File: src/rtl/aoi_share_arbiter.sv
// aoi_share_arbiter: round-robin share of one AOI21 unit d = ~((a & b) | c) among N_REQ requesters.
// Latency: accept -> rsp_valid after LAT cycles; one transaction in flight, issue period LAT+2.
// Backpressure: rsp_ready=0 holds the response and blocks new grants; req_ready only asserts in IDLE.
//
// Ports:
//   clk, rst_n                 clock, synchronous active-low reset
//   en                         grant enable (in-flight work always completes)
//   req_valid/req_a/b/c        per-requester valid and single-bit operands
//   req_ready                  one-hot combinational grant, IDLE only
//   rsp_valid/rsp_d/rsp_id     registered response, held until rsp_ready
//   busy                       FSM not in IDLE
//   txn_count                  completed responses, wrapping 16-bit counter
module aoi_share_arbiter #(
  parameter  int N_REQ = 4,
  parameter  int LAT   = 1,
  localparam int IDW   = $clog2(N_REQ)
) (
  input  logic             clk,
  input  logic             rst_n,
  input  logic             en,
  input  logic [N_REQ-1:0] req_valid,
  input  logic [N_REQ-1:0] req_a,
  input  logic [N_REQ-1:0] req_b,
  input  logic [N_REQ-1:0] req_c,
  output logic [N_REQ-1:0] req_ready,
  output logic             rsp_valid,
  output logic             rsp_d,
  output logic [IDW-1:0]   rsp_id,
  input  logic             rsp_ready,
  output logic             busy,
  output logic [15:0]      txn_count
);

  localparam int CW = (LAT > 1) ? $clog2(LAT) : 1;

  typedef enum logic [1:0] {
    IDLE = 2'd0,
    BUSY = 2'd1,
    RESP = 2'd2
  } state_t;

  state_t           state_q, state_d;
  logic [IDW-1:0]   rr_ptr;
  logic [IDW-1:0]   id_q;
  logic [IDW-1:0]   winner;
  logic [IDW-1:0]   scan_idx;
  logic [IDW-1:0]   rr_next;
  logic             found;
  logic             accept;
  logic [CW-1:0]    cnt;
  logic [LAT-1:0]   pipe;
  logic             aoi_in;

  // Round-robin scan starting at rr_ptr; first valid requester wins.
  always_comb begin
    found    = 1'b0;
    winner   = '0;
    scan_idx = '0;
    for (int k = 0; k < N_REQ; k++) begin
      scan_idx = IDW'((int'(rr_ptr) + k) % N_REQ);
      if (!found && req_valid[scan_idx]) begin
        found  = 1'b1;
        winner = scan_idx;
      end
    end
  end

  assign rr_next = IDW'((int'(winner) + 1) % N_REQ);
  assign aoi_in  = ~((req_a[winner] & req_b[winner]) | req_c[winner]);
  assign busy    = (state_q != IDLE);

  // Next-state and grant; ready is only raised towards a valid winner, so
  // ready implies a transfer in that cycle.
  always_comb begin
    state_d   = state_q;
    req_ready = '0;
    accept    = 1'b0;
    case (state_q)
      IDLE: begin
        if (en && found) begin
          req_ready[winner] = 1'b1;
          accept            = 1'b1;
          state_d           = BUSY;
        end
      end
      BUSY: begin
        if (cnt == '0) state_d = RESP;
      end
      RESP: begin
        if (rsp_ready) state_d = IDLE;
      end
      default: state_d = IDLE;
    endcase
  end

  always_ff @(posedge clk) begin
    if (!rst_n) begin
      state_q   <= IDLE;
      rr_ptr    <= '0;
      id_q      <= '0;
      cnt       <= '0;
      pipe      <= '0;
      rsp_valid <= 1'b0;
      rsp_d     <= 1'b0;
      rsp_id    <= '0;
      txn_count <= '0;
    end else begin
      state_q <= state_d;

      // AOI datapath stages advance every cycle; stage 0 loads on accept.
      for (int i = 1; i < LAT; i++) begin
        pipe[i] <= pipe[i-1];
      end

      if (accept) begin
        pipe[0] <= aoi_in;
        id_q    <= winner;
        rr_ptr  <= rr_next;
        cnt     <= CW'(LAT - 1);
      end

      // Counter reaching zero coincides with the result arriving at the last stage.
      if (state_q == BUSY) begin
        if (cnt == '0) begin
          rsp_valid <= 1'b1;
          rsp_d     <= pipe[LAT-1];
          rsp_id    <= id_q;
        end else begin
          cnt <= cnt - 1'b1;
        end
      end

      if (state_q == RESP && rsp_ready) begin
        rsp_valid <= 1'b0;
        txn_count <= txn_count + 16'd1;
      end
    end
  end

endmodule

File: config.mk
export PLATFORM = sky130hd
export DESIGN_NAME = aoi_share_arbiter
export DESIGN_NICKNAME = d
export VERILOG_FILES = /design/src/rtl/aoi_share_arbiter.sv
export SDC_FILE = /design/constraint.sdc
export NUM_CORES = 1
export LEC_CHECK = 0
export CAP_MARGIN = 5
export CORE_MARGIN = 2
export CORE_UTILIZATION = 46
export DETAILED_ROUTE_END_ITERATION = 8
export PLACE_DENSITY = 0.78
export SLEW_MARGIN = 30
export SYNTH_ARGS = -nofsm -noshare
export SYNTH_HDL_FRONTEND = slang
export SYNTH_SLANG_ARGS = --single-unit
File: constraint.sdc
create_clock -name clk -period 1.9 [get_ports clk]
set_input_delay 0.38 -clock clk [delete_from_list [all_inputs] [get_ports clk]]
set_output_delay 0.38 -clock clk [all_outputs]
set_load 0.01 [all_outputs]
Yosys cells after proc, flatten, opt, wreduce, memory -nomap -nowiden

Cells that the tools add are included.
W data, S select, Z words.

Bits in writable memories: 0
Bits in registers: 28
Output and inout bits: 25
Latch bits: 0
Input bits: 20
ROM bits: 0
Memories kept: 0

Eq/ne operators: 5
Multipliers: 0
Div/mod/pow operators: 0
Bitwise operators: 5
Muxes and demuxes: 35
$add $sub $neg: 6
Order comparisons: 6
Reduce and logical (&&, ||, !) cells: 14
Shifts and indexed selects: 0

Operators by type and width:

| operator                | count |
|---|---|
| $mux W1                 | 17 |
| $add A16 B1 Y16 const B | 1 |
| $lt A2 B3 Y1 const B    | 5 |
| $bmux W1 S2             | 7 |
| $mux W2                 | 7 |
| $mux W4                 | 2 |
| $logic_and A1 B1 Y1     | 6 |
| $ne A2 B2 Y1 const B    | 3 |
| $pmux W2 S3             | 1 |
| $add A2 B1 Y2 const B   | 2 |
| $add A2 B2 Y2 const B   | 2 |
| $logic_not A1 Y1        | 3 |
| $not A1 Y1              | 3 |
| $reduce_and A3 Y1       | 1 |
| $demux W1 S2            | 1 |
| $eq A2 B1 Y1 const B    | 1 |
| $eq A2 B2 Y1 const B    | 1 |
| $ge A2 B1 Y1 const B    | 1 |
| $logic_not A2 Y1        | 1 |
| $reduce_and A2 Y1       | 1 |
| $reduce_bool A2 Y1      | 1 |
| $reduce_or A2 Y1        | 1 |
| $and A1 B1 Y1           | 1 |
| $or A1 B1 Y1            | 1 |
| $sub A1 B1 Y1 const B   | 1 |

Depth between registers and ports, before layout

Depth after elaboration: 18
Depth in mapped cells: 7

Worst setup path before layout

No wires, ideal clock.

Path type: input port to output port
Start point: in req_valid[1]
End point: out req_ready[2]
Stages on the path: 6
Path slack: 0.082 ns
Path buffers: 0
Arrival time: 1.438 ns
Path through: nand2b_1 a21oi_1 o32ai_1 inv_1 ha_1 and2_1

Word-level cells in the longest chain between the ends: 18
Elaborated cells between the ends (all ways): 30
Classes of those cells: order compare: 2; mux: 20; reduce/logical: 8

RTL lines:

| item                                                                      | line | RTL |
|---|---|---|
| start: declaration                                                        | 21   | `input logic [N_REQ-1:0] req_valid,` |
| $bmux W1 S2                                                               | 61   | `if (!found && req_valid[scan_idx]) begin` |
| $mux W1 (not written as such)                                             | 61   |  |
| $mux W1                                                                   | 61   |  |
| $logic_not A1 Y1                                                          | 61   |  |
| $logic_and A1 B1 Y1                                                       | 61   |  |
| $mux W1                                                                   | 61   |  |
| $logic_not A1 Y1                                                          | 61   |  |
| $logic_and A1 B1 Y1                                                       | 61   |  |
| [... 3 more ...]                                                          | --   |  |
| $mux W2 (*)                                                               | 61   |  |
| named net winner[1]                                                       | 45   | `logic [IDW-1:0] winner;` |
| $lt A2 B3 Y1 (not written as such) / $ge A2 B1 Y1 (equally long branches) | 81   | `req_ready[winner] = 1'b1;` |
| $logic_and A1 B1 Y1 (not written as such)                                 | 81   |  |
| $mux W1 (not written as such)                                             | 81   |  |
| $demux W1 S2 (*)                                                          | 81   |  |
| $mux W4 (*)                                                               | 80   | `if (en && found) begin` |
| $mux W4 (*)                                                               | 78   | `case (state_q)` |
| end: declaration                                                          | 25   | `output logic [N_REQ-1:0] req_ready,` |

The timed path passes the listed nets; every way through them passes the cells marked *. The select of a mux whose other input is x is not followed.

Worst setup path in the final report

Start point: reg rr_ptr[0]
End point: out req_ready[1]

Word-level cells in the longest chain between the ends: 18
Elaborated cells between the ends (all ways): 33
Classes of those cells: add/sub: 3; order compare: 2; mux: 20; reduce/logical: 8

RTL lines:

| item                                                                      | line | RTL |
|---|---|---|
| start: declaration                                                        | 43   | `logic [IDW-1:0] rr_ptr;` |
| start signal: assignment                                                  | 118  | `rr_ptr <= rr_next;` |
| parallel branches: the longest is 11 deep, another holds $add A2 B1 Y2    | --   |  |
| $mux W2 (*)                                                               | 61   |  |
| named net winner[0]                                                       | 45   |  |
| $lt A2 B3 Y1 (not written as such) / $ge A2 B1 Y1 (equally long branches) | 81   |  |
| $logic_and A1 B1 Y1 (not written as such)                                 | 81   |  |
| $mux W1 (not written as such)                                             | 81   |  |
| $demux W1 S2 (*)                                                          | 81   |  |
| $mux W4 (*)                                                               | 80   |  |
| $mux W4 (*)                                                               | 78   |  |

Mark *: on every way through the listed nets, which the timed path passes. The select of a mux whose other input is x is not followed.

==> impl_results.md <==
* Most frequent cells in the layout: clkdlybuf4s50_1, dfxtp_1, buf_4, and2_1, nor2b_1
* Die Wd at 60.3 um
* Mapped Nets at 181
* Leak Pwr at 0.876 nW
* Synth warnings at 0
* Top cell type's share of synthesized area at 0.385
* Normalized max-slew margin at 0.742
* Number of global-route vias before repair at 1378
* Post-synth ARST share at 0
* Sequential share of the synthesized area at 0.385
* # setup viols final at 4
* Number of synthesized flops with an enable pin at 0
* Routed length per placed instance at 13.7 um
* Die height at 60.3 um
* Critical Path RT at 1.52 ns
* Predominant post-synthesis flop cell: dfxtp_1
* Final Cell Area at 0.00222 sq mm
* Initial Utilization at 0.481
* Fin crit share at 1.11
* Total number of vias at 1321
* Num ports at 45
* Maximum clock insertion buffer count at 2
* Hold crit path type: register to register
* Final cell count without fillers at 262
* Largest fanout on the critical path at 3
* CTS Buf Count at 3
* Synth cell types at 37
* Yosys reg bits at 28
* Pwr dens at 533 mW/mm^2
* Final HPWL DP at 2580 um
* Post-DRT Antenna Nets at 0
* Tot GR Track Use at 0.207
* Min-Delay Endpoint: cnt
* Most common cell after layout, fill and taps aside: clkdlybuf4s50_1
* Top cells by area, synth: dfxtp_1, and2_1, mux2i_1, nor2b_1, xnor2_1
* Sum Neg Setup Slack at -0.785 ns
* CP Class: register to output port
* Hold-critical path depth at 2
* Row count at 20
* First-pass GRT wire length at 5730 um
* Slew Limit Fails at 0
* GRT Residual Overflow at 0
* Pre-antenna DRT Iters at 4
* DP Worst Slack at -0.863 ns
* RSZ-0062 raised after global routing: yes
* Number of remaining DRC errors at 0
* Area Growth Syn to Fin at 52.6%
* Htree depth at 1
* Avg Synthesized Cell Area at 9.34 sq um
* CTS sink count at 28
* Worst setup SP type: register
* Status: complete, but fails checks
* Mapped Cells at 156
* Worst Path Arrival at 1.72 ns
* Worst-margin pin slew at 0.386 ns
* Fmax at 476 MHz
* DP Cell Count at 256
* Final wirelength at 3590 um
* Final setup margin at -0.201 ns
* Crit Reg-Reg Startpoint: rr_ptr[0]
* Startpoint of the worst hold path: cnt
* Hold bufs inserted after CTS at 0
* Setup Skew at 0.00563 ns
* CTS tree: yes
* Fraction of layout cells with a size suffix above 1 at 0.266
* Root Buffer: clkbuf_4
* Largest net degree at the start of global routing at 15
* Placeable Area at 0.00303 sq mm
* ANT cells at 0
* Cell Area, Synth at 0.00146 sq mm
* Clock slew at reported path FFs at 0.14 ns
* Failing checks: negative setup slack
* Die ar. at 0.00363 sq mm
* Via density per instance at 5.04
* Antenna violations before repair at 0
* Yosys top cell by area: dfxtp_1
* Peak VDD IR at 0.342 mV
* Placed inst area at 0.00205 sq mm
* Initial DRC count at 37
* Max cap viols at 0
* Register-to-register path setup slack at 0.24 ns
* R2R depth at 7
* Final #Nets at 245
* RD Place Congestion at 0.734
* Period minus WS final at 2.10 ns
* Final Hold Viols at 0
* Skew-Pair Late Insertion Delay at 0.31 ns
* PortBufs at 44
* Crit. End Element: output port
* Worst reg2reg endpoint: pipe
[power by group]
part	internal [W]	leakage, nW	switching, W
clock	0.0000740	0.0138	0.000157
sequential	0.000606	0.228	0.0000151
combinational	0.000187	0.635	0.000145
total	0.000866	0.876	0.000317
[worst max-delay path by stage]
stage	from	end	slack (ns)
floorplan	req_valid[1]	req_ready[2]	0.08
global placement	req_valid[2]	req_ready[0]	-0.75
detailed placement	req_valid[1]	req_ready[2]	-0.86
CTS	rr_ptr[0]	req_ready[2]	-0.20
global route	rr_ptr[0]	req_ready[2]	-0.27
finish	rr_ptr[0]	req_ready[1]	-0.20
[worst max-delay path, stage by stage, from the launching register on]
cell and delay (ns):
dfxtp_4 0.40, nor2b_4 0.04, o21a_1 0.21, nor3_4 0.24, buf_6 0.15, ha_4 0.13, and2_4 0.14, buf_6 0.10
[flip-flops by register name, indices dropped and copies added (netlist names)]
register and flops:
state_q 2, pipe 1, txn_count 16, cnt 1, rsp_id 2, id_q 2, rr_ptr 2, rsp_valid 1
rsp_d 1
[Yosys cell counts, types with 2 or more instances]
master / count
dfxtp_1: 28
and2_1: 16
nor2b_1: 12
a21oi_1: 9
mux2i_1: 9
nand3_1: 9
xnor2_1: 8
nand2_1: 7
nor2_1: 7
xor2_1: 6
ha_1: 5
and3_1: 3
buf_4: 3
clkbuf_1: 3
inv_1: 3
o21ai_0: 3
nand2b_1: 2
nand4_1: 2
nor3b_1: 2
o21a_1: 2
[logic make-up after synthesis]
family | after synthesis | synth area share
simple gates | 71 | 0.301
compound gates | 20 | 0.0945
fa+ha+maj | 5 | 0.0430
mux | 9 | 0.0619
buf+inv | 9 | 0.0309
flops | 28 | 0.385
xor+xnor | 14 | 0.0842
[through the flow]
step	total power, W	hold WS, ns	utilization
final	0.00118	0.496	0.734
after global routing	0.00124	0.534	0.734
after CTS	0.00117	0.495	0.717
after detailed placement	0.000881	0.477	0.678
after global placement	0.000874	0.461	0.678
after floorplan	0.000750	0.451	-
[final cells by class]
type | count | area (sq um)
Inverter | 3 | 13.8
Fill cell | 228 | 806
Sequential cell | 28 | 566
Multi-Input combinational cell | 119 | 956
Timing Repair Buffer | 65 | 609
Clock buffer | 3 | 22.5
Tap cell | 44 | 55.1
[layer usage]
metal / GRT usage / routed length [um]
met2: 0.405 / 1960
met3: 0.0476 / 136
met1: 0.216 / 1490
met4: 0.0571 / 13
met5: 0 / 0
[repair_timing]
item / in CTS / in global routing
endpoints found under the setup margin: 5 / 4
buffers inserted: 3 / 0
pin swaps: 3 / 5
gates resized for setup: 49 / 9
Power figures use the tool's default switching activity.
